==> src/rtl/hazard_control_unit_if.sv <==
// Decode-side control bundle between the ID stage and the hazard/branch unit.
// Latency: none, this is wiring only.
// Backpressure: none; the stall outputs carried here are the pipeline's backpressure.
interface hazard_control_unit_if;
  // ID instruction description
  logic       id_valid;
  logic [4:0] IF_ID_rs1;
  logic [4:0] IF_ID_rs2;
  logic [4:0] IF_ID_rd;
  logic       id_use_rs1;
  logic       id_use_rs2;
  logic       reg_write;
  logic       mem_read;
  logic       id_branch;
  logic       id_bne;
  logic       id_jump;
  logic       br_eq;
  // pipeline control back to fetch/decode
  logic       pc_write;
  logic       IF_ID_write;
  logic       IF_ID_flush;
  logic       pc_sel;
  logic       ctrl_sel;
  logic [1:0] forward_comp1;
  logic [1:0] forward_comp2;

  modport master (
    output id_valid, IF_ID_rs1, IF_ID_rs2, IF_ID_rd, id_use_rs1, id_use_rs2,
           reg_write, mem_read, id_branch, id_bne, id_jump, br_eq,
    input  pc_write, IF_ID_write, IF_ID_flush, pc_sel, ctrl_sel,
           forward_comp1, forward_comp2
  );

  modport slave (
    input  id_valid, IF_ID_rs1, IF_ID_rs2, IF_ID_rd, id_use_rs1, id_use_rs2,
           reg_write, mem_read, id_branch, id_bne, id_jump, br_eq,
    output pc_write, IF_ID_write, IF_ID_flush, pc_sel, ctrl_sel,
           forward_comp1, forward_comp2
  );
endinterface

==> src/rtl/hazard_control_unit.sv <==
// Hazard, forwarding and branch-redirect control for the 5-stage core, beside decode.
// Latency: control outputs are combinational (0 cycles); shadow state and counters registered.
// Backpressure: stalls fetch/decode on load-use and WB-only dependencies, flushes IF/ID on redirect.
module hazard_control_unit #(
  parameter int CNT_W = 16
) (
  input  logic             clk,
  input  logic             reset_n,
  hazard_control_unit_if.slave bus,
  output logic [CNT_W-1:0] stall_cnt,
  output logic [CNT_W-1:0] flush_cnt
);

  // One shadow slot per downstream stage: destination register and its write class.
  typedef struct packed {
    logic [4:0] rd;
    logic       reg_write;
    logic       mem_read;
  } sh_t;

  localparam logic [1:0] FWD_RF  = 2'b00;
  localparam logic [1:0] FWD_EX  = 2'b01;
  localparam logic [1:0] FWD_MEM = 2'b10;

  localparam logic [CNT_W-1:0] CNT_ONE = {{(CNT_W-1){1'b0}}, 1'b1};
  localparam logic [CNT_W-1:0] CNT_MAX = '1;

  sh_t        sh_ex;
  sh_t        sh_mem;
  sh_t        sh_wb;
  logic [1:0] fwd1;
  logic [1:0] fwd2;
  logic       stall1;
  logic       stall2;
  logic       stall;
  logic       taken;
  logic       issue;

  // x0 is hardwired to zero, so it never creates a dependency.
  function automatic logic hit(input sh_t s, input logic use_rs, input logic [4:0] rs);
    return use_rs && (rs != 5'd0) && s.reg_write && (s.rd == rs);
  endfunction

  // Per-operand resolution, youngest producer first; the regfile has no write-through,
  // so a producer sitting only in WB must be waited out for one cycle.
  always_comb begin
    fwd1   = FWD_RF;
    stall1 = 1'b0;
    fwd2   = FWD_RF;
    stall2 = 1'b0;
    if (hit(sh_ex, bus.id_use_rs1, bus.IF_ID_rs1)) begin
      if (sh_ex.mem_read) stall1 = 1'b1;
      else                fwd1   = FWD_EX;
    end else if (hit(sh_mem, bus.id_use_rs1, bus.IF_ID_rs1)) begin
      fwd1 = FWD_MEM;
    end else if (hit(sh_wb, bus.id_use_rs1, bus.IF_ID_rs1)) begin
      stall1 = 1'b1;
    end
    if (hit(sh_ex, bus.id_use_rs2, bus.IF_ID_rs2)) begin
      if (sh_ex.mem_read) stall2 = 1'b1;
      else                fwd2   = FWD_EX;
    end else if (hit(sh_mem, bus.id_use_rs2, bus.IF_ID_rs2)) begin
      fwd2 = FWD_MEM;
    end else if (hit(sh_wb, bus.id_use_rs2, bus.IF_ID_rs2)) begin
      stall2 = 1'b1;
    end
  end

  // A stalled branch is not resolved now; it is re-evaluated once its operands are ready.
  always_comb begin
    stall = bus.id_valid & (stall1 | stall2);
    issue = bus.id_valid & ~stall;
    taken = issue & (bus.id_jump | (bus.id_branch & (bus.br_eq ^ bus.id_bne)));
  end

  // Drive pipeline control; everything is held quiet while reset is asserted.
  always_comb begin
    bus.pc_write      = 1'b0;
    bus.IF_ID_write   = 1'b0;
    bus.IF_ID_flush   = 1'b0;
    bus.pc_sel        = 1'b0;
    bus.ctrl_sel      = 1'b0;
    bus.forward_comp1 = FWD_RF;
    bus.forward_comp2 = FWD_RF;
    if (reset_n) begin
      bus.pc_write      = ~stall;
      bus.IF_ID_write   = ~stall;
      bus.ctrl_sel      = issue;
      bus.pc_sel        = taken;
      bus.IF_ID_flush   = taken;
      bus.forward_comp1 = fwd1;
      bus.forward_comp2 = fwd2;
    end
  end

  // Advance the shadow pipeline (bubble on stall or empty ID) and bump saturating counters.
  always_ff @(posedge clk) begin
    if (!reset_n) begin
      sh_ex     <= '0;
      sh_mem    <= '0;
      sh_wb     <= '0;
      stall_cnt <= '0;
      flush_cnt <= '0;
    end else begin
      sh_wb  <= sh_mem;
      sh_mem <= sh_ex;
      sh_ex  <= issue ? sh_t'{rd: bus.IF_ID_rd, reg_write: bus.reg_write, mem_read: bus.mem_read}
                      : sh_t'('0);
      if (stall && (stall_cnt != CNT_MAX)) stall_cnt <= stall_cnt + CNT_ONE;
      if (taken && (flush_cnt != CNT_MAX)) flush_cnt <= flush_cnt + CNT_ONE;
    end
  end

endmodule

==> src/flat_wrapper.sv <==
// flat-port wrapper written by rule: the top's interface ports become plain ports
module hazard_control_unit_flat 
#(
  parameter int CNT_W = 16
)
  (clk, reset_n, stall_cnt, flush_cnt, bus_id_valid, bus_IF_ID_rs1, bus_IF_ID_rs2, bus_IF_ID_rd, bus_id_use_rs1, bus_id_use_rs2, bus_reg_write, bus_mem_read, bus_id_branch, bus_id_bne, bus_id_jump, bus_br_eq, bus_pc_write, bus_IF_ID_write, bus_IF_ID_flush, bus_pc_sel, bus_ctrl_sel, bus_forward_comp1, bus_forward_comp2);
  hazard_control_unit_if bus_i ();
  input  logic clk;
  input  logic reset_n;
  output logic [CNT_W-1:0] stall_cnt;
  output logic [CNT_W-1:0] flush_cnt;
  input wire logic [$bits(bus_i.id_valid)-1:0] bus_id_valid;
  input wire logic [$bits(bus_i.IF_ID_rs1)-1:0] bus_IF_ID_rs1;
  input wire logic [$bits(bus_i.IF_ID_rs2)-1:0] bus_IF_ID_rs2;
  input wire logic [$bits(bus_i.IF_ID_rd)-1:0] bus_IF_ID_rd;
  input wire logic [$bits(bus_i.id_use_rs1)-1:0] bus_id_use_rs1;
  input wire logic [$bits(bus_i.id_use_rs2)-1:0] bus_id_use_rs2;
  input wire logic [$bits(bus_i.reg_write)-1:0] bus_reg_write;
  input wire logic [$bits(bus_i.mem_read)-1:0] bus_mem_read;
  input wire logic [$bits(bus_i.id_branch)-1:0] bus_id_branch;
  input wire logic [$bits(bus_i.id_bne)-1:0] bus_id_bne;
  input wire logic [$bits(bus_i.id_jump)-1:0] bus_id_jump;
  input wire logic [$bits(bus_i.br_eq)-1:0] bus_br_eq;
  output wire logic [$bits(bus_i.pc_write)-1:0] bus_pc_write;
  output wire logic [$bits(bus_i.IF_ID_write)-1:0] bus_IF_ID_write;
  output wire logic [$bits(bus_i.IF_ID_flush)-1:0] bus_IF_ID_flush;
  output wire logic [$bits(bus_i.pc_sel)-1:0] bus_pc_sel;
  output wire logic [$bits(bus_i.ctrl_sel)-1:0] bus_ctrl_sel;
  output wire logic [$bits(bus_i.forward_comp1)-1:0] bus_forward_comp1;
  output wire logic [$bits(bus_i.forward_comp2)-1:0] bus_forward_comp2;
  assign bus_i.id_valid = bus_id_valid;
  assign bus_i.IF_ID_rs1 = bus_IF_ID_rs1;
  assign bus_i.IF_ID_rs2 = bus_IF_ID_rs2;
  assign bus_i.IF_ID_rd = bus_IF_ID_rd;
  assign bus_i.id_use_rs1 = bus_id_use_rs1;
  assign bus_i.id_use_rs2 = bus_id_use_rs2;
  assign bus_i.reg_write = bus_reg_write;
  assign bus_i.mem_read = bus_mem_read;
  assign bus_i.id_branch = bus_id_branch;
  assign bus_i.id_bne = bus_id_bne;
  assign bus_i.id_jump = bus_id_jump;
  assign bus_i.br_eq = bus_br_eq;
  assign bus_pc_write = bus_i.pc_write;
  assign bus_IF_ID_write = bus_i.IF_ID_write;
  assign bus_IF_ID_flush = bus_i.IF_ID_flush;
  assign bus_pc_sel = bus_i.pc_sel;
  assign bus_ctrl_sel = bus_i.ctrl_sel;
  assign bus_forward_comp1 = bus_i.forward_comp1;
  assign bus_forward_comp2 = bus_i.forward_comp2;
  hazard_control_unit #(.CNT_W(CNT_W)) u_core (.clk(clk), .reset_n(reset_n), .bus(bus_i), .stall_cnt(stall_cnt), .flush_cnt(flush_cnt));
endmodule
==> config.mk <==
export PLATFORM = sky130hd
export DESIGN_NAME = hazard_control_unit_flat
export DESIGN_NICKNAME = d
export VERILOG_FILES = /design/src/rtl/hazard_control_unit_if.sv /design/src/rtl/hazard_control_unit.sv /design/src/flat_wrapper.sv
export SDC_FILE = /design/constraint.sdc
export NUM_CORES = 1
export LEC_CHECK = 0
export CAP_MARGIN = 20
export CORE_ASPECT_RATIO = 1.1
export CORE_MARGIN = 8
export CORE_UTILIZATION = 25
export CTS_BUF_LIST = sky130_fd_sc_hd__clkbuf_4 sky130_fd_sc_hd__clkbuf_8 sky130_fd_sc_hd__clkbuf_16
export CTS_CLUSTER_SIZE = 25
export DETAILED_ROUTE_END_ITERATION = 10
export GPL_TIMING_DRIVEN = 0
export SLEW_MARGIN = 20
export SYNTH_ARGS = -nofsm -noshare
export SYNTH_HDL_FRONTEND = slang
export SYNTH_SLANG_ARGS = --single-unit
==> constraint.sdc <==
create_clock -name clk -period 3.9 [get_ports clk]
set_input_delay 0.585 -clock clk [delete_from_list [all_inputs] [get_ports clk]]
set_output_delay 0.585 -clock clk [all_outputs]
set_load 0.005 [all_outputs]
Word level (Yosys, flattened, before mapping):

Index checks and enable logic that the tools add are counted.

* equality and inequality tests: 8
* add/subtract/negate cells: 2
* bitwise logic cells: 8
* muxes and demuxes: 17
* reduce and logical (&&, ||, !) cells: 19

Operators with widths (number)
* $add A16 B1 Y16 const B: 2
* $ne A16 B16 Y1 const B: 2
* $eq A5 B5 Y1: 6
* $logic_and A1 B1 Y1: 16
* $mux W2: 6
* $mux W1: 11
* $reduce_bool A5 Y1: 2
* $and A1 B1 Y1: 4
* $or A1 B1 Y1: 2
* $reduce_and A2 Y1: 1
* $not A1 Y1: 1
* $xor A1 B1 Y1: 1

* flip-flop bits (word level): 51
* output and inout bits: 41
* logic and storage cells: 63

Depth between registers and ports, before layout:

Gate-level depths: netlist of run 1.

* depth in word-level cells: 13
* mapped depth: 10
* mapped depth without buffers: 8

Worst setup path after synthesis of run 1:

OpenSTA, ideal clock, no wires.

* path type: input -> output
* start: in bus_IF_ID_rs2[0]
* end: out bus_pc_sel
* arrival time: 2802 ps
* setup slack: 513 ps
* required time: 3315 ps
* path buffers: 4
* stages: 10
* cells stage by stage: or4_1 o21ai_2 or4_4 a21boi_2 or3_1 buf_2 buf_6 clkbuf_1 nor4_1 buf_4

* cells in the longest elaborated chain, start to end: 13

RTL lines
* start: declaration: RTL line flat_wrapper.sv:14 `input wire logic [$bits(bus_i.IF_ID_rs2)-1:0] bus_IF_ID_rs2;`
* $reduce_bool A5 Y1: RTL line hazard_control_unit.sv:41 `return use_rs && (rs != 5'd0) && s.reg_write && (s.rd == rs);`
* $logic_and A1 B1 Y1 (3 in series): RTL line hazard_control_unit.sv:41
* $mux W1: RTL line hazard_control_unit.sv:64 `end else if (hit(sh_wb, bus.id_use_rs2, bus.IF_ID_rs2)) begin`
* $mux W1: RTL line hazard_control_unit.sv:62 `end else if (hit(sh_mem, bus.id_use_rs2, bus.IF_ID_rs2)) begin`
* $mux W1 (*): RTL line hazard_control_unit.sv:59 `if (hit(sh_ex, bus.id_use_rs2, bus.IF_ID_rs2)) begin`
* $or A1 B1 Y1 (*): RTL line hazard_control_unit.sv:71 `stall = bus.id_valid & (stall1 | stall2);`
* $and A1 B1 Y1 (*): RTL line hazard_control_unit.sv:71
* $not A1 Y1 (*): RTL line hazard_control_unit.sv:72 `issue = bus.id_valid & ~stall;`
* $and A1 B1 Y1 (*): RTL line hazard_control_unit.sv:72
* $and A1 B1 Y1 (*): RTL line hazard_control_unit.sv:73 `taken = issue & (bus.id_jump | (bus.id_branch & (bus.br_eq ^ bus.id_bne)));`
* $mux W1 (*)
* end: declaration: RTL line flat_wrapper.sv:27 `output wire logic [$bits(bus_i.pc_sel)-1:0] bus_pc_sel;`

Mark *: on every way between the ends. The rest lies on a longest branch, timed or not.

Worst setup path in the final report of run 1:

* start: in bus_IF_ID_rs1[3]
* end: out bus_pc_write

* cells in the longest elaborated chain, start to end: 11

RTL lines
* start: declaration: RTL line flat_wrapper.sv:13 `input wire logic [$bits(bus_i.IF_ID_rs1)-1:0] bus_IF_ID_rs1;`
* $reduce_bool A5 Y1: RTL line hazard_control_unit.sv:41
* $logic_and A1 B1 Y1 (3 in series): RTL line hazard_control_unit.sv:41
* $mux W1: RTL line hazard_control_unit.sv:56 `end else if (hit(sh_wb, bus.id_use_rs1, bus.IF_ID_rs1)) begin`
* $mux W1: RTL line hazard_control_unit.sv:54 `end else if (hit(sh_mem, bus.id_use_rs1, bus.IF_ID_rs1)) begin`
* $mux W1 (*): RTL line hazard_control_unit.sv:51 `if (hit(sh_ex, bus.id_use_rs1, bus.IF_ID_rs1)) begin`
* $or A1 B1 Y1 (*): RTL line hazard_control_unit.sv:71
* $and A1 B1 Y1 (*): RTL line hazard_control_unit.sv:71
* $not A1 Y1 (*): RTL line hazard_control_unit.sv:86 `bus.pc_write = ~stall;`
* $mux W1 (*): RTL line hazard_control_unit.sv:85 `if (reset_n) begin`
* end: declaration: RTL line flat_wrapper.sv:24 `output wire logic [$bits(bus_i.pc_write)-1:0] bus_pc_write;`

Marked as above.

==> flow_summary.toml, run 1 <==
[routing]
drt_iter0_markers = 106
antenna_left = 0
drcViolationCount = 0
vias = 2513
drt_first_pass_iters = 4
drt-vias-per-instance = 4.79
wl_per_cell_microns = 14.8
wirelength_microns = 7760

[worst_setup_path]
critPathKind = "in2out"
startpoint_type = "input port"
end_kind = "primary output"
required_ns = 3.31
critPathArrivalTime_ns = 3.21
crit_path_max_fanout = 10

[sta]
setup_tns_ns = 0
setup_viol = 0
worst-slew-pin-transition_ns = 1.01
min_period_ns = 3.79
hold_violations = 0
finClkSkew_ns = 0.00589
hold_ws_ns = 0.496
timing.final.crit_share = 0.973
rsz0062_at_grt = "false"
relSlewSlack = 0.315
max_freq_mhz = 264
slew_viol_final = 0
setup_slack_ns = 0.107

[placed_design]
dp_hpwl_microns = 5850
dp.cells = 517
place_ws_ns = -0.873
portBuffers = 66
gp_congestion = 0.861

[floorplan]
die_area_sq_mm = 0.0141
initial_utilization = 0.255
die_h_microns = 124
ios = 67
rows = 39
core_region_area_sq_mm = 0.0103
die_width_microns = 114

[logic_synthesis]
synth_top_area_share = 0.388
synth_area_leader_cell = "dfxtp_1"
yosysMostFrequentCell = "dfxtp_1"
synth.area.top_cells = "dfxtp_1 (39%), xnor2_1 (6.0%), and2_1 (4.8%)"
syn_avg_cell_area_sq_um = 8.53
ys_types = 38
syn_area_sq_mm = 0.00263
synth_commonest_cells = "dfxtp_1 (51), nand3_1 (25), a21oi_1 (23)"
synth_nets = 336
async_reset_ff_frac = 0
yosys_warnings = 0
ys_seq_area_frac = 0.388
syn_inst = 308
synth_seq_cells = 51
synth_flop_cell = "dfxtp_1"
synth-edff-count = 0

[clock_tree]
clk_pin_slew_ns = 0.07
clk_path_buf_depth = 2
clock_sinks = 51
cts_max_level = 2
numCtsBuffers = 5
postCtsHoldBufs = 0
insertion_delay_ns = 0.28
cts_root_buf = "clkbuf_16"
cts_tree = "yes"

[layout]
final_cells = 525
drive_gt1_frac = 0.0942
final_nets = 409
num-fill-cells = 1065
n_antenna_cell = 0
syn2layout_area_growth_pct = 40.8

[worst_hold_path]
hp-class = "reg2reg"

[status]
outcome = "complete, no violations"

[power]
clkPwrFrac = 0.418
powerDensity_mw_per_mm2 = 299
combinationalPowerShare = 0.098
power.switching_uw = 252
pwr-share-seq = 0.483
leakage_nw = 1.25
power.internal_uw = 855
vdd_drop_max_mv = 0.195
p_sw_frac = 0.228

[grt]
grt_overflow = 0
antenna_found_initial = 0
grt_usage = 0.111
grt_pass1_wl_microns = 12700
grt_max_degree = 16
grt_pass1_vias = 2581

[run]
max-cap-violations = 0
## layout by cell type, fill, tap and decap left out, types with 2 or more instances in the layout
| cell | n |
|---|---|
| nand2b_1 | 6 |
| nand4_1 | 5 |
| or3_4 | 2 |
| nand2_1 | 20 |
| o21ai_0 | 12 |
| nor3_1 | 6 |
| ha_1 | 2 |
| xnor2_1 | 18 |
| o31ai_1 | 10 |
| clkbuf_8 | 3 |
| and2_1 | 20 |
| and3_1 | 13 |
| clkbuf_16 | 5 |
| clkdlybuf4s50_1 | 54 |
| nor2_1 | 5 |
| a21oi_1 | 22 |
| or4_4 | 3 |
| nor4_1 | 8 |
| clkbuf_1 | 8 |
| xor2_1 | 14 |
| inv_1 | 5 |
| o31a_1 | 2 |
| buf_2 | 6 |
| nand3_1 | 25 |
| clkdlybuf4s15_2 | 3 |
| dlygate4sd2_1 | 4 |
| or3_1 | 12 |
| o21ai_4 | 2 |
| buf_4 | 4 |
| o21a_1 | 2 |
| dfxtp_1 | 51 |
| mux2i_1 | 6 |
| or4_1 | 9 |
## power groups by stage
stage	registers [mW]	logic [mW]	clock network, mW
2_1_floorplan	0.545	0.0485	0
3_3_place_gp	0.547	0.103	0
3_5_place_dp	0.547	0.105	0
4_1_cts	0.535	0.109	0.477
5_1_grt	0.536	0.119	0.501
6_report	0.535	0.109	0.463
## critical path, stage by stage
cell and delay, ns:
clkdlybuf4s15_2 0.23, or4_4 0.50, o21ai_4 0.16, or3_4 0.16, a21boi_2 0.07, or3_4 0.42
buf_6 0.16, clkbuf_8 0.17, a21oi_4 0.14, buf_4 0.12, clkdlybuf4s50_1 0.48
## flip-flops by register name, summed over array words and instances (netlist names)
name,cells
u_core.flush_cnt,16
u_core.sh_mem,6
u_core.sh_ex,7
u_core.stall_cnt,16
u_core.sh_wb,6
## kinds of logic after synthesis
logic type                 after synthesis  synth area share
and+or+nand+nor                        139             0.303
AOI/OAI and AO/OA                       57             0.132
xor gates and xnor gates                32             0.107
adders and majority gates                2           0.00952
DFF                                     51             0.388
buffers and inverters                   21            0.0381
muxes                                    6            0.0228
## area by class of cell
cell class / instances / area [sq um] / area share
Sequential cell: 51 / 1020 / 0.276
Clock inverter: 1 / 7.51 / 0.00203
Clock buffer: 7 / 153 / 0.0412
Inverter: 6 / 22.5 / 0.00609
Buffer: 14 / 82.6 / 0.0223
Tap cell: 143 / 179 / 0.0483
Timing Repair Buffer: 67 / 642 / 0.173
Multi-Input combinational cell: 236 / 1590 / 0.431
## final timing paths
check                                           from              endpoint  slack (ns)  cells after the start
worst max-delay path                bus_IF_ID_rs1[3]          bus_pc_write        0.11                     11
worst min-delay path            u_core.flush_cnt[10]  u_core.flush_cnt[10]        0.50                      2
worst max register to register      u_core.sh_mem[5]   u_core.stall_cnt[0]        1.06                      9
worst min register to register  u_core.flush_cnt[10]  u_core.flush_cnt[10]        0.50                      2
## layer usage
metal  vias to the layer above  global-route usage  share of wire  wire length, microns
met5                         -                   0              0                     0
met4                         0              0.0300          0.014                   105
met3                         6              0.0288          0.055                   426
met2                        58               0.191           0.47                  3680
met1                      1187               0.136           0.46                  3550
li1                       1262                   -              -                     -
## timing repair
action | 4_1_cts | 5_1_grt
pin swaps | 5 | 1
cloned | 0 | 0
gates resized for setup | 51 | 1
buffers inserted | 1 | 0
endpoints found under the setup margin | 5 | 1
## stage by stage
stage / power [mW] / area (sq um) / util
after floorplan: 0.594 / 2630 / -
after global placement: 0.650 / 3470 / 0.337
after detailed placement: 0.652 / 3470 / 0.337
after CTS: 1.12 / 3690 / 0.359
after global routing: 1.16 / 3700 / 0.359
final: 1.11 / 3700 / 0.359
Power figures use the tool's default switching activity.
==> run 2: changes to the inputs <==
Settings changed: TNS_END_PERCENT set to 30.
==> flow_summary.toml, run 2 (synthesis gave the netlist of run 1 again) <==
[layout]
reg_top3 = "u_core.flush_cnt x16, u_core.stall_cnt x16, u_core.sh_ex x7"
drive_gt1_frac = 0.0964
n_antenna_cell = 0
final_nets = 411
regArea_sq_mm = 0.00102
syn2layout_area_growth_pct = 40.8
fin_area_sq_mm = 0.00370
num-fill-cells = 1067
layout_common_cells = "clkdlybuf4s50_1 (53), dfxtp_1 (51), nand3_1 (25)"
mostFrequentLayoutCell = "clkdlybuf4s50_1"
multiInputGateArea_sq_mm = 0.00159

[routing]
drcViolationCount = 0
wirelength_microns = 7720
drt-vias-per-instance = 4.77
wl_per_cell_microns = 14.7
drt_iter0_markers = 92
drt_first_pass_iters = 4
antenna_left = 0
vias = 2516

[power]
p_sw_frac = 0.228
vdd_drop_max_mv = 0.194
power.switching_uw = 253
leakage_nw = 1.26
power.internal_uw = 854
power_mw = 1.11
clkPwrFrac = 0.420
pwr-share-seq = 0.483
combinationalPowerShare = 0.097
powerDensity_mw_per_mm2 = 299

[floorplan]
ios = 67
die_area_sq_mm = 0.0141
core_region_area_sq_mm = 0.0103
rows = 39
die_h_microns = 124
die_width_microns = 114
initial_utilization = 0.255

[worst_setup_path]
crit_chain = "dlygate4sd2_1 > xor2_1 > nor4_1 > and3_1 > nor4_2 > or3_4 > buf_6 > clkbuf_8 > a21oi_4 > buf_4 > clkdlybuf4s50_1"
required_ns = 3.31
critPathKind = "in2out"
cp_slowest_stage_delay_ns = 0.48
startpoint_type = "input port"
worst-r2r-setup-slack_ns = 1.07
slowest_stage = "clkdlybuf4s50_1"
crit_path_max_fanout = 10
end_kind = "primary output"
critPathArrivalTime_ns = 3.23

[grt]
antenna_found_initial = 0
grt_pass1_vias = 2582
grt_overflow = 0
grt_usage = 0.111
grt_pass1_wl_microns = 12700
grt_max_degree = 16

[run]
max-cap-violations = 0

[sta]
timing.final.crit_share = 0.978
min_period_ns = 3.81
relSlewSlack = 0.311
hold_ws_ns = 0.496
setup_tns_ns = 0
rsz0062_at_grt = "false"
hold_violations = 0
worst-slew-pin-transition_ns = 1.02
max_freq_mhz = 262
finClkSkew_ns = 0.00611
setup_viol = 0
slew_viol_final = 0

[clock_tree]
cts_root_buf = "clkbuf_16"
numCtsBuffers = 5
cts_max_level = 2
clk_pin_slew_ns = 0.07
clock_sinks = 51
cts_tree = "yes"
clk_path_buf_depth = 2
insertion_delay_ns = 0.28

[placed_design]
portBuffers = 66
placed_area_sq_mm = 0.00347
dp_hpwl_microns = 5850
gp_congestion = 0.861

[worst_hold_path]
hp-class = "reg2reg"

[status]
outcome = "complete, no violations"
run 2: cell types whose count changed in the layout (fill, tap and decap cells not counted), sizes merged:
| cell | change |
|---|---|
| dlygate4sd2 | +2 |
| clkdlybuf4s15 | -2 |
| buf | +1 |
| clkbuf | +2 |
| clkdlybuf4s50 | -1 |
run 2: worst max-delay path: cells and delay by family:
family,cells,cell delay (ns)
and+or+nand+nor,4,0.99
xor gates and xnor gates,1,0.20
AOI/OAI and AO/OA,1,0.16
buffers and inverters,5,1.27
run 2: per-stage QoR:
stage | setup slack, ns | utilization | instances
6_report | 0.0869 | 0.359 | 527
5_1_grt | 0.000625 | 0.359 | 527
4_1_cts | -0.0872 | 0.359 | 526
3_5_place_dp | -0.873 | 0.337 | 517
3_3_place_gp | -0.857 | 0.337 | 517
2_1_floorplan | 0.513 | - | 308
run 2: repair_timing:
action                                  CTS  global route
hold buffers                              0             0
buffers inserted                          1             2
pin swaps                                 4             4
resized for setup                        40             9
endpoints found under the setup margin    5             3
run 2: worst paths after layout:
check                  startpoint                    to  cells past startpoint
max              bus_IF_ID_rs1[0]          bus_pc_write                     11
min          u_core.flush_cnt[10]  u_core.flush_cnt[10]                      2
min reg2reg  u_core.flush_cnt[10]  u_core.flush_cnt[10]                      2
max reg2reg      u_core.sh_mem[5]   u_core.stall_cnt[0]                      9
run 2: power by group through the flow:
stage          logic [mW]  registers (mW)  clock network, mW
3_3_place_gp        0.103           0.547                  0
4_1_cts             0.108           0.535              0.477
2_1_floorplan      0.0485           0.545                  0
6_report            0.107           0.535              0.464
3_5_place_dp        0.105           0.547                  0
5_1_grt             0.117           0.536              0.501
run 2: final cells by class:
type,instances,share of cell area
tap,143,0.0483
buffer,14,0.0223
inverter,6,0.00609
timing repair buffer,69,0.175
sequential,51,0.276
clock inverter,1,0.00203
multi-input combinational,236,0.429
clock buffer,7,0.0412
run 2: routing by layer:
layer	global-route usage	wire length, microns	up-vias
met2	0.191	3700	55
li1	-	-	1267
met1	0.135	3530	1188
met5	0	0	-
met3	0.0283	396	6
met4	0.0300	101	0
==> run 3: changes to the inputs <==
Settings changed: ABC_AREA set to 1, DONT_BUFFER_PORTS set to 1.
==> flow_summary.toml, run 3 <==
[logic_synthesis]
synth_flop_cell = "dfxtp_1"
yosys.area_share.adder = 0.00804
async_reset_ff_frac = 0
synth.area.top_cells = "dfxtp_1 (33%), nand2_1 (16%), nor2_1 (11%)"
synth_area_leader_cell = "dfxtp_1"
syn_area_sq_mm = 0.00311
syn_avg_cell_area_sq_um = 6.29
yosys_warnings = 0
yosys.area_share.xor_xnor = 0.0506
synth_top_family_by_area = "simple AND/OR/NAND/NOR gates"
yosysMostFrequentCell = "nand2_1"
synth-edff-count = 0
ys_seq_area_frac = 0.328
synth_commonest_cells = "nand2_1 (136), nor2_1 (91), inv_1 (66)"
synth_compound_area_frac = 0.0550
synth_nets = 523
ys_types = 33
yosys-mux-area-fraction = 0
synth_top_area_share = 0.328
synth_seq_cells = 51
yosys.area_share.simple = 0.443
syn_inst = 495

[worst_setup_path]
crit_chain = "inv_1 > a21oi_1 > nand4_1 > nor2_2 > nand3_1 > nand2_2 > nand4_2 > buf_6 > nor2_1 > buf_4"
critPathArrivalTime_ns = 2.23
worst-r2r-setup-slack_ns = 1.78
crit_path_max_fanout = 10
slowest_stage = "dfxtp_1"
end_kind = "primary output"
r2r-start = "u_core.stall_cnt[0]"
worst_r2r_path_depth = 8
r2r-end = "u_core.stall_cnt[5]"
startpoint_type = "flip-flop"
required_ns = 3.31
cp_slowest_stage_delay_ns = 0.35
critPathKind = "reg2out"

[floorplan]
initial_utilization = 0.258
die_h_microns = 133
rows = 42
die_width_microns = 122
ios = 67
core_region_area_sq_mm = 0.0121
die_area_sq_mm = 0.0163

[worst_hold_path]
hold_path_end = "u_core.sh_ex[2]"
hold_path_depth = 2
hp-class = "in2reg"
worstHoldStart = "bus_IF_ID_rd[0]"

[placed_design]
gp_congestion = 0.920
dp_hpwl_microns = 6880
portBuffers = 0

[layout]
final_nets = 530
drive_gt1_frac = 0.0835
reg_top3 = "u_core.flush_cnt x16, u_core.stall_cnt x16, u_core.sh_ex x7"
final_util = 0.286
n_antenna_cell = 0
syn2layout_area_growth_pct = 10.8
mostFrequentLayoutCell = "nand2_1"
layout_common_cells = "nand2_1 (136), nor2_1 (91), inv_1 (66)"

[status]
outcome = "complete, no violations"

[routing]
drt-vias-per-instance = 4.59
routed.top_layer = "met4"
dr_wl_met2_microns = 4140
drt_first_pass_iters = 4
drcViolationCount = 0
drt_iter0_markers = 143
vias = 3017
wl_met1_microns = 3640
antenna_left = 0
wl_met3_microns = 666
wirelength_microns = 8690
wl_per_cell_microns = 13.2

[grt]
grt_pass1_vias = 2917
grt_usage = 0.111
grt_overflow = 0
antenna_found_initial = 0
grt_max_degree = 17
grt_pass1_wl_microns = 14300

[sta]
hold_violations = 0
worst-slew-pin-transition_ns = 1.00
finClkSkew_ns = 0.0120
timing.final.crit_share = 0.722
max_freq_mhz = 355
min_period_ns = 2.82
rsz0062_at_grt = "false"
relSlewSlack = 0.314
setup_viol = 0
slew_viol_final = 0
setup_tns_ns = 0

[clock_tree]
numCtsBuffers = 5
clk_pin_slew_ns = 0.07
insertion_delay_ns = 0.31
postCtsHoldBufs = 0
cts_resized = 0
cts_root_buf = "clkbuf_16"
clk_path_buf_depth = 2
clock_sinks = 51
cts_max_level = 2
post_cts_buffers = 0
cts_tree = "yes"

[run]
max-cap-violations = 0

[power]
vdd_drop_max_mv = 0.140
powerDensity_mw_per_mm2 = 312
leakage_nw = 1.53
run 3: cell types whose count changed in the layout (fill, tap and decap cells not counted), sizes merged, moves of 20 or more:
cell,before,now
nand2,20,140
nor2,5,97
inv,5,73
clkdlybuf4s50,53,0
nand4,5,31
and2,20,0
run 3: power breakdown:
group          switching (mW)  leakage (nW)  total, mW  internal (mW)
logic                  0.0582          1.04     0.0881         0.0299
registers             0.00884         0.413      0.538          0.529
clock network           0.213        0.0740      0.451          0.238
run 3: worst max-delay path: cells and delay by family (launching register included):
family	cells	cell delay, ns
AO/OA/AOI/OAI	1	0.14
buffers and inverters	3	0.45
flip-flops	1	0.35
AND/OR/NAND/NOR	6	1.00
run 3: kinds of logic after synthesis:
kind of cell             count (synthesis)
adder cells (fa/ha/maj)                  2
AND/OR/NAND/NOR                        313
XOR/XNOR                                18
flip-flops                              51
buffers and inverters                   85
AO/OA/AOI/OAI                           26
run 3: how the worst max path moves through the flow:
stage,from,endpoint,slack (ns),cells past startpoint
finish,u_core.sh_ex[1],bus_pc_sel,1.08,10
global route,u_core.sh_ex[1],bus_pc_sel,0.84,10
CTS,u_core.sh_ex[1],bus_pc_sel,0.97,10
detailed placement,bus_IF_ID_rs1[3],bus_pc_sel,1.09,10
global placement,bus_IF_ID_rs1[3],bus_pc_sel,1.10,10
floorplan,bus_IF_ID_rs1[4],bus_pc_sel,1.51,8
run 3: per-layer routing:
layer  vias to the layer above  track usage
met3                        20       0.0455
li1                       1577            -
met2                        81        0.176
met4                         0       0.0502
met5                         -            0
met1                      1339        0.126
run 3: through the flow:
stage,std cells,total power [mW],worst slack (ns),hold slack [ns],instance area (sq um)
final,657,1.08,1.08,0.386,3450
after global routing,657,1.13,0.845,0.376,3450
after CTS,657,1.10,0.966,0.373,3450
after detailed placement,649,0.639,1.09,0.413,3310
after global placement,649,0.639,1.10,0.415,3310
after floorplan,495,0.616,1.51,0.407,3110
run 3: area by class of cell:
class / instances / area [sq um]
fill: 1339 / 8640
multi-input combinational: 359 / 1730
sequential: 51 / 1020
inverter: 72 / 270
tap: 154 / 193
clock buffer: 5 / 125
buffer: 13 / 90.1
clock inverter: 3 / 18.8
